## src/rtl/ecg_sample_uart_tx.sv

```systemverilog
// ecg_sample_uart_tx: captures 12-bit ADC samples on dv rising edges into a FIFO and streams each as a tagged 2-byte UART 8N1 frame
//   clk        : system clock
//   rst        : synchronous active-high reset
//   data       : 12-bit ADC sample, stable while dv is high
//   dv         : sample-valid level; only its rising edge captures
//   tx         : registered UART serial out, idle high
//   busy       : serializer active or samples queued
//   overflow   : sticky, a sample arrived while the FIFO was full
//   fifo_level : number of samples currently queued
module ecg_sample_uart_tx #(
  parameter real FCLK       = 100e6,
  parameter real BAUD       = 115200.0,
  parameter int  FIFO_DEPTH = 4
) (
  input  logic                             clk,
  input  logic                             rst,
  input  logic [11:0]                      data,
  input  logic                             dv,
  output logic                             tx,
  output logic                             busy,
  output logic                             overflow,
  output logic [$clog2(FIFO_DEPTH+1)-1:0]  fifo_level
);
  localparam int CPB = $rtoi(FCLK / BAUD);
  localparam int CW  = $clog2(CPB);
  localparam int AW  = $clog2(FIFO_DEPTH);
  localparam int LW  = $clog2(FIFO_DEPTH + 1);
  typedef enum logic [1:0] {IDLE, START, DATA, STOP} state_t;
  state_t        state_q, state_d;
  logic [CW-1:0] cnt_q, cnt_d;
  logic [2:0]    bit_q, bit_d;
  logic          sel_q, sel_d;
  logic [15:0]   frame_q, frame_d;
  logic          tx_q, tx_d;
  logic          dv_q, ovf_q;
  logic [11:0]   mem_q [FIFO_DEPTH];
  logic [AW-1:0] wr_q, rd_q;
  logic [LW-1:0] level_q;
  logic          push, pop, full, wr_en, last;
  logic [7:0]    cur_byte;
  assign push     = dv & ~dv_q;
  assign full     = level_q == LW'(FIFO_DEPTH);
  assign pop      = (state_q == IDLE) & (level_q != '0);
  // a full FIFO still accepts the sample when the serializer pops in the same cycle
  assign wr_en    = push & (~full | pop);
  assign last     = cnt_q == CW'(CPB - 1);
  assign cur_byte = sel_q ? frame_q[7:0] : frame_q[15:8];
  assign tx         = tx_q;
  assign busy       = (state_q != IDLE) | (level_q != '0);
  assign overflow   = ovf_q;
  assign fifo_level = level_q;
  always_comb begin
    state_d = state_q;
    bit_d   = bit_q;
    sel_d   = sel_q;
    frame_d = frame_q;
    cnt_d   = (state_q == IDLE || last) ? '0 : cnt_q + 1'b1;
    // tx follows the current state one cycle later, keeping every bit exactly CPB cycles wide
    tx_d    = state_q == START ? 1'b0 : state_q == DATA ? cur_byte[bit_q] : 1'b1;
    case (state_q)
      IDLE: if (pop) begin
        frame_d = {4'hA, mem_q[rd_q]};
        sel_d   = 1'b0;
        state_d = START;
      end
      START: if (last) begin
        bit_d   = '0;
        state_d = DATA;
      end
      DATA: if (last) begin
        bit_d   = bit_q + 1'b1;
        state_d = bit_q == 3'd7 ? STOP : DATA;
      end
      STOP: if (last) begin
        sel_d   = 1'b1;
        state_d = sel_q ? IDLE : START;
      end
      default: state_d = IDLE;
    endcase
  end
  always_ff @(posedge clk) begin
    if (rst) begin
      state_q <= IDLE;
      cnt_q   <= '0;
      bit_q   <= '0;
      sel_q   <= 1'b0;
      frame_q <= '0;
      tx_q    <= 1'b1;
      dv_q    <= 1'b1;
      ovf_q   <= 1'b0;
      wr_q    <= '0;
      rd_q    <= '0;
      level_q <= '0;
    end else begin
      state_q <= state_d;
      cnt_q   <= cnt_d;
      bit_q   <= bit_d;
      sel_q   <= sel_d;
      frame_q <= frame_d;
      tx_q    <= tx_d;
      dv_q    <= dv;
      ovf_q   <= ovf_q | (push & full & ~pop);
      wr_q    <= wr_en ? wr_q + 1'b1 : wr_q;
      rd_q    <= pop ? rd_q + 1'b1 : rd_q;
      level_q <= level_q + LW'(wr_en) - LW'(pop);
    end
  end
  always_ff @(posedge clk) begin
    if (wr_en) mem_q[wr_q] <= data;
  end
endmodule

```

## config.mk

```make
export PLATFORM = sky130hd
export DESIGN_NAME = ecg_sample_uart_tx
export DESIGN_NICKNAME = d
export VERILOG_FILES = /design/src/rtl/ecg_sample_uart_tx.sv
export SDC_FILE = /design/constraint.sdc
export NUM_CORES = 1
export LEC_CHECK = 0
export CORE_AREA = 8 8 109 111
export CTS_CLUSTER_DIAMETER = 50
export CTS_CLUSTER_SIZE = 20
export DETAILED_ROUTE_END_ITERATION = 10
export DIE_AREA = 0 0 117 119
export GPL_ROUTABILITY_DRIVEN = 0
export GPL_TIMING_DRIVEN = 0
export PLACE_DENSITY = 0.54
export SLEW_MARGIN = 10
export SYNTH_ARGS = -nofsm -noshare
export SYNTH_HDL_FRONTEND = slang
export SYNTH_SLANG_ARGS = --single-unit
```

## constraint.sdc

```tcl
create_clock -name clk -period 3 [get_ports clk]
set_input_delay 0.6 -clock clk [delete_from_list [all_inputs] [get_ports clk]]
set_output_delay 0.6 -clock clk [all_outputs]
set_load 0.005 [all_outputs]
```

; Word-level counts from Yosys, hierarchy flattened
; Memory sizes are Yosys's and may differ from the RTL's. A register that Yosys moved wholly into a read port is not among the register bits.
; Cells that the tools add are included.
[totals]
memories = 1
mem_bits_rw = 48
elab_cells = 71
regBits = 39
inputBits = 15
[classes]
eq_ne = 10
bitwise = 11
magnitude_cmp = 1
muxes = 20
reduce_logical = 11
add_sub_neg = 6
[memory_table]
columns = memory, words, word_bits, read_ports, rd_ports_with_merged_regs, write_ports, line
row1 = mem_q, 4, 12, 1, 1, 1, 36  ; logic [11:0] mem_q [FIFO_DEPTH];
[ops]
columns = cell, count
row1 = 10-bit by 1-bit adder with 10-bit output (second input constant), 1
row2 = 10-bit == test (second input constant), 1
row3 = 1-bit two-way mux, 9
row4 = 2-bit two-way mux, 4
row5 = 8-bit two-way mux, 1
row6 = 2-bit inequality test (second input constant), 4
row7 = 2-bit one-hot mux with 4 select lines, 1
row8 = 3-bit == test (second input constant), 2
row9 = 3-bit two-way mux, 2
row10 = 3-bit one-hot mux with 2 select lines, 1
row11 = 3-bit AND reduction, 2
row12 = 2-bit nonzero test, 3
row13 = 1-bit AND, 5
row14 = 2-bit by 1-bit adder with 2-bit output (second input constant), 2
row15 = 2-bit == test (second input constant), 2
row16 = 3-bit by 4-bit less-than comparator with 1-bit output (second input constant), 1
row17 = 4-bit AND reduction, 1
row18 = 3-bit by 1-bit adder with 3-bit output, 1
row19 = 3-bit by 1-bit adder with 3-bit output (second input constant), 1
row20 = 1-bit binary-select mux with 3-bit select, 1
row21 = 1-bit inverter, 3
row22 = 1-bit OR, 3
row23 = 3-bit nonzero test, 1
row24 = 3-bit by 1-bit subtractor with 3-bit output, 1
row25 = other kinds (6), 6

; Depth between registers and ports, before layout
; Gate-level depths: netlist of the first run.
[depth]
word_depth = 6
depth_mapped = 13
depth_no_buf = 13

; Worst setup path before layout of the first run
; No wires, ideal clock.
[synth_timing]
path_type = register -> register
start = reg state_q[0]
end = reg level_q[2], in the netlist fifo_level[2]
t_arrival_ns = 2.364
required_ns = 2.872
setup_ns = 0.128
period_less_slack_ns = 2.491
n_path_buf = 1
slack_ns = 0.509
path_stages_with_launch = 14
path_cell_list = dfxtp_1 > inv_1 > ha_1 > nand2b_1 > clkinv_1 > clkbuf_1 > ha_1 > inv_1 > ha_1 > inv_1 > fa_1 > xor2_1 > xnor2_1 > nor2_1
[synth_between]
elab_chain_len = 6
[synth_lines]
columns = element, line
row1 = "start, declared", 29  ; state_t state_q, state_d;
row2 = "start signal, assigned", 95  ; state_q <= state_d;
row3 = 2-bit zero test *, 43  ; assign pop = (state_q == IDLE) & (level_q != '0);
row4 = 1-bit AND *, 43
row5 = via pop, 39  ; logic push, pop, full, wr_en, last;
row6 = 1-bit OR, 45  ; assign wr_en = push & (~full | pop);
row7 = 1-bit AND, 45
row8 = 3-bit by 1-bit adder with 3-bit output, 105  ; level_q <= level_q + LW'(wr_en) - LW'(pop);
row9 = 3-bit by 1-bit subtractor with 3-bit output *, 105
row10 = "end signal, assigned", 105
row11 = "end, declared", 38  ; logic [LW-1:0] level_q;
; Mark *: on every way through the listed nets, which the timed path passes. The rest lies on a longest branch.
; A chain may end at the register's enable or synchronous reset.

; Final worst setup path of the first run
[layout_timing]
start = reg state_q[0]
end = reg level_q[2], in the netlist fifo_level[2]
[layout_between]
elab_chain_len = 6
[layout_lines]
columns = element, line
row1 = 2-bit zero test *, 43
row2 = 1-bit AND *, 43
row3 = 1-bit OR, 45
row4 = 1-bit AND, 45
row5 = 3-bit by 1-bit adder with 3-bit output, 105
row6 = 3-bit by 1-bit subtractor with 3-bit output *, 105
; Mark *: on every way between the ends. The rest lies on a longest branch, timed or not.

==> results_dict.tcl, run 1 <==
set metrics [dict create \
    outcome "completed" \
    min-delay-path-class "flip-flop to flip-flop" \
    synth_top_family_by_area "simple AND/OR/NAND/NOR gates" \
    finalHoldViolations 0 \
    cts.clk_slew.worst_paths_ps 90 \
    async_flop_share 0 \
    worstPathArrival_ps 2920 \
    synth.avg_cell_area_um2 13.3 \
    met3_usage 0.0263 \
    grt_pass1_wl_mm 10.2 \
    hold_buffers 0 \
    leakage_nw 1.45 \
    overflow 0 \
    dieArea_um2 13900 \
    muxShareOfSynthArea 0.102 \
    ys_warn_count 0 \
    mappedNetlistNets 298 \
    r2r_slack_ps 310 \
    fin_setup_tns_ps 0 \
    n_antenna_cell 0 \
    grt_max_degree 17 \
    cts-root-buf "clkbuf_8" \
    ys_seq_area_frac 0.624 \
    ys_types 38 \
    synth_common_cells "48 x edfxtp_1, 39 x dfxtp_1, 26 x nand2_1" \
    cpMostUsedCell "inv_1" \
    crit_path_end_kind "flip-flop" \
    yosysTopAreaCell "edfxtp_1" \
    grt_pass1_vias 2069 \
    synth_area_leaders "edfxtp_1 40%, dfxtp_1 22%, mux4_2 7.6%" \
    synth_edf_count 48 \
    via_count 2020 \
    syn_area_um2 3560 \
    numCtsBuffers 9 \
    ir_worst_vdd_mv 0.330 \
    yosysMostFrequentCell "edfxtp_1" \
    cts_max_level 3 \
    worstSetupPathType "flip-flop to flip-flop" \
    worstSetupStartpointType "flip-flop" \
    fmax_ghz 0.372 \
    whs_ps 457 \
    synthAdderAreaFrac 0.0548 \
    post-route-period-util 0.895 \
    dpl.hpwl_mm 4.17 \
    core_area_um2 10100 \
    critical_path.max_stage_delay_ps 410 \
    grt_antenna_before_repair 0 \
    antenna_left 0 \
    setup_viol_count_final 0 \
    synthSimpleGateAreaFrac 0.110 \
    die_w_um 117 \
    wl_mm 6.13 \
    grt_use_met2 0.153 \
    crit_required_ps 3230 \
    yosys_register_bits 87 \
    slew_viol_final 0 \
    die_h_um 119 \
    grt_setup_unrepaired "no" \
    path_cells "inv_1 -> ha_1 -> nor4b_2 -> nor3b_2 -> inv_1 -> ha_1 -> inv_1 -> ha_1 -> inv_1 -> fa_1 -> xor2_1 -> xnor2_1 -> nor2_1" \
    drc 0 \
    drive_gt1_frac 0.132 \
    initial_core_util 0.353 \
    top_usage_layer "met2" \
    grt_usage 0.0956 \
    met1_usage 0.116 \
    clk_latency_ps 360 \
    powerDensity_nw_per_um2 776 \
    nets 329 \
    drt-vias-per-instance 4.59 \
    worstMarginPinSlew_ps 653 \
    maxCapViolations 0 \
    cts_sinks 87 \
    wl_per_cell_um 13.9 \
    synthXorXnorAreaFrac 0.0320 \
    synth-compound-area-share 0.0471 \
    crit_slowest_cell "nor3b_2" \
    drtIter0Drc 50 \
    cts.path.max_buffers 2 \
    crit_fanout 7 \
    fin_crit_ps 2690 \
    netlist_instances 268 \
    slew_headroom 0.565 \
    syn_to_final_growth_pct 16.2 \
    fin_skew_ps 15.6 \
    io_buffer_count 20 \
    num_io_pins 21 \
    synth_top_area_share 0.405 \
    cp_top_family "adder cells" \
    num_rows 37 \
    dr.pass1.iters 4 \
    ys.flop_type "edfxtp_1" \
    cts_tree "done" \
    path_buf_inv 4 \
]
==> routing by layer <==
metal	wire [um]	part of all wire	vias up
met5	0	0	-
met4	125	0.020	0
met3	140	0.023	11
met2	3000	0.49	22
met1	2870	0.47	960
li1	-	-	1027
==> cells by family after synthesis <==
kind of cell,Yosys count
compound gates,31
xor+xnor,13
fa+ha+maj,15
buf+inv,24
flops,87
mux,18
simple gates,80
==> final cells by class <==
class | count | area, um^2
multi-input combinational | 157 | 1240
clock buffer | 10 | 128
buffer | 11 | 58.8
timing repair buffer | 20 | 200
inverter | 13 | 48.8
tap | 136 | 170
fill | 1016 | 5950
clock inverter | 6 | 72.6
sequential | 87 | 2220
==> layout by cell type, fill, tap and decap left out, types with 2 or more instances in the layout <==
master            n
edfxtp_1         48
dfxtp_1          39
nand2_1          26
nor2_1           21
clkdlybuf4s50_1  20
a21oi_1          19
ha_1             14
inv_1            12
mux4_2           12
clkbuf_8          9
nand3_1           8
xor2_1            8
o21ai_0           7
and2_1            6
clkbuf_1          5
xnor2_1           5
buf_2             4
nor3_1            3
and3_1            3
mux2i_1           3
inv_6             3
nor3b_2           2
or3_1             2
nand3b_1          2
a31oi_1           2
mux4_1            2
==> per-stage QoR <==
step                setup slack, ps  std cells  utilization  instance area (um^2)  total power, W
floorplan                       509        268            -                  3560         0.00214
global placement               10.6        424        0.390                  3930         0.00239
detailed placement            -47.0        424        0.390                  3930         0.00241
CTS                            70.0        440        0.409                  4130         0.00325
global route                   82.3        440        0.410                  4140         0.00344
finish                          314        440        0.410                  4140         0.00321
==> what timing repair did <==
item / 4_1_cts / 5_1_grt
endpoints found under the setup margin: 0 / 1
setup buffers: 0 / 0
resized for setup: 0 / 4
==> registers in the layout, indices dropped and copies added, names as in the netlist <==
| signal | cells |
|---|---|
| bit_q | 3 |
| cnt_q | 10 |
| dv_q | 1 |
| fifo_level | 3 |
| frame_q | 13 |
| mem_q | 48 |
| overflow | 1 |
| rd_q | 2 |
| sel_q | 1 |
| state_q | 2 |
| tx | 1 |
| wr_q | 2 |
==> worst min-delay path, cell delays in order, from the launching register on <==
cell	delay, ps
dfxtp_1	320
nand2_1	50
a21oi_1	50
==> final timing paths <==
check,from,end,cells after the start
setup / recovery,state_q[0],fifo_level[2],13
hold reg to reg,frame_q[6],frame_q[6],2
setup reg to reg,state_q[0],fifo_level[2],13
hold / removal,frame_q[6],frame_q[6],2
==> power breakdown <==
group	switching, W	internal [W]	total, W
clock	0.000436	0.000399	0.000835
combinational	0.000472	0.000423	0.000895
sequential	0.0000855	0.00140	0.00148
Power figures use the tool's default switching activity.
==> run 2, diff against run 1 <==
--- a/config.mk
+++ b/config.mk
@@ -5,14 +5,14 @@
 export SDC_FILE = /design/constraint.sdc
 export NUM_CORES = 1
 export LEC_CHECK = 0
-export CORE_AREA = 8 8 109 111
+export CORE_AREA = 8 8 129 131
 export CTS_CLUSTER_DIAMETER = 50
 export CTS_CLUSTER_SIZE = 20
 export DETAILED_ROUTE_END_ITERATION = 10
-export DIE_AREA = 0 0 117 119
+export DIE_AREA = 0 0 137 139
 export GPL_ROUTABILITY_DRIVEN = 0
 export GPL_TIMING_DRIVEN = 0
-export PLACE_DENSITY = 0.54
+export PLACE_DENSITY = 0.42
 export SLEW_MARGIN = 10
 export SYNTH_ARGS = -nofsm -noshare
 export SYNTH_HDL_FRONTEND = slang
==> run 2 against run 1 <==
- core utilization decreased by 12 points
- clock power rose by 35%
- largest power group unchanged
- worst setup slack improved by 15 ps
- final cell count grew 12%
==> results_dict.tcl, run 2 (same netlist as run 1, synthesis figures left out) <==
set metrics [dict create \
    post_cts_buffers 0 \
    cts-root-buf "clkbuf_16" \
    grt_pass1_vias 2046 \
    worstPathArrival_ps 2880 \
    leakage_nw 1.49 \
    reg.largest.list "mem_q x48, frame_q x13, cnt_q x10" \
    swShare 0.296 \
    initial_core_util 0.241 \
    fin_util 0.292 \
    pwr-share-clk 0.322 \
    num_rows 45 \
    setup_viol_count_final 0 \
    n_fill_cell 1544 \
    worstSetupPathType "flip-flop to flip-flop" \
    ir_worst_vdd_mv 0.421 \
    drtIter0Drc 62 \
    grt_max_degree 17 \
    whs_path_depth 2 \
    layout_common_cells "48 x edfxtp_1, 39 x dfxtp_1, 26 x nand2_1" \
    cp_num_cells 13 \
    via_count 2020 \
    cts.path.max_buffers 2 \
    p_int_w 0.00247 \
    outcome "completed" \
    crit_required_ps 3210 \
    cts_max_level 3 \
    wl_mm 6.61 \
    core_area_um2 14800 \
    overflow 0 \
    cts_sinks 87 \
    r2r_slack_ps 330 \
    grt_usage 0.0750 \
    cts_tree "done" \
    top_register "mem_q" \
    die_h_um 139 \
    clk_latency_ps 340 \
    reg2reg_from "state_q[0]" \
    p_switching_w 0.00104 \
    io_buffer_count 20 \
    grt_pass1_wl_mm 10.8 \
    slew_viol_final 0 \
    r2r_end "fifo_level[2]" \
    comb_power_share 0.255 \
    place_inst 476 \
    fin_skew_ps 9.99 \
    crit_fanout 10 \
    worstSetupStartpointType "flip-flop" \
    seqPwrFrac 0.423 \
    drc 0 \
    cts.clk_slew.worst_paths_ps 60 \
    fmax_ghz 0.374 \
    dr.pass1.iters 4 \
    worstMarginPinSlew_ps 679 \
    nets 329 \
    path_buf_inv 5 \
    cp-endpoint "fifo_level[2]" \
    startpoint "state_q[0]" \
    crit_slowest_cell "dfxtp_1" \
    stdcell_count 492 \
    dpl.hpwl_mm 4.59 \
    dieArea_um2 19000 \
    critical_path.max_stage_delay_ps 380 \
    num_io_pins 21 \
    cts_resized 0 \
    drt-vias-per-instance 4.11 \
    post-route-period-util 0.890 \
    fin_crit_ps 2670 \
    crit_path_end_kind "flip-flop" \
    grt_setup_unrepaired "no" \
    numCtsBuffers 9 \
    layout_commonest_cell "edfxtp_1" \
    hold_buffers 0 \
    drive_gt1_frac 0.132 \
    wl_per_cell_um 13.4 \
    min-delay-path-class "flip-flop to flip-flop" \
    antenna_left 0 \
    path_cells "inv_1 -> ha_1 -> nand2b_1 -> inv_2 -> clkbuf_2 -> ha_1 -> inv_1 -> ha_1 -> inv_1 -> fa_1 -> xor2_1 -> xnor2_1 -> nor2_1" \
    largest_reg_flops 48 \
    cp_top_family "adder cells" \
    grt_antenna_before_repair 0 \
    die_w_um 137 \
    finalHoldViolations 0 \
    maxCapViolations 0 \
    syn_to_final_growth_pct 20.8 \
    slew_headroom 0.547 \
    r2r_cells 13 \
    n_antenna_cell 0 \
    powerDensity_nw_per_um2 816 \
]
-- run 2: cell types whose count changed in the layout (fill, tap and decap cells not counted) --
cell / previous run / this run
clkinv_4: 0 / 2
inv_8: 1 / 0
inv_6: 3 / 2
clkbuf_8: 9 / 0
clkbuf_16: 0 / 9
-- run 2: worst min-delay path, cell delays in order (launching register included) --
cell and delay [ps]:
dfxtp_1 310, nand2_1 50, a21oi_1 50
-- run 2: cell type report --
type | count | area (um^2) | area share
flip-flops and latches | 87 | 2220 | 0.516
multi-input cells | 157 | 1240 | 0.288
well taps | 188 | 235 | 0.0547
clock buffers | 10 | 229 | 0.0532
repair buffers | 20 | 200 | 0.0465
clock inverters | 6 | 70.1 | 0.0163
plain buffers | 11 | 58.8 | 0.0137
inverters | 13 | 48.8 | 0.0113
-- run 2: per-layer routing --
layer  wire [um]  part of all wire  vias up  track usage
li1            -                 -     1024            -
met1        3080              0.47      962       0.0897
met2        3180              0.48       24        0.116
met3         229             0.035       10       0.0279
met4         120             0.018        0       0.0360
met5           0                 0        -            0
-- run 2: per-stage QoR --
step                total power [W]  hold WS (ps)  instance area (um^2)  TNS (ps)  worst slack [ps]
detailed placement          0.00243           444                  4000     -41.5             -41.5
global placement            0.00242           440                  4000     -20.2             -20.2
CTS                         0.00357           453                  4300         0              73.1
finish                      0.00351           455                  4300         0               329
floorplan                   0.00214           426                  3560         0               509
global route                0.00374           475                  4300         0              47.0
-- run 2: how the worst min path moves through the flow --
stage           startpoint           to  slack [ps]
2_1_floorplan     cnt_q[0]     cnt_q[0]         430
3_5_place_dp   frame_q[11]  frame_q[11]         440
4_1_cts        frame_q[10]  frame_q[10]         450
5_1_grt        frame_q[11]  frame_q[11]         480
3_3_place_gp   frame_q[10]  frame_q[10]         440
6_report       frame_q[10]  frame_q[10]         450
-- run 2: power by group through the flow --
stage	clock network [W]	logic, W	registers (W)
finish	0.00113	0.000897	0.00149
detailed placement	0	0.000914	0.00152
floorplan	0	0.000651	0.00149
global placement	0	0.000911	0.00151
CTS	0.00116	0.000919	0.00149
global route	0.00121	0.00103	0.00151
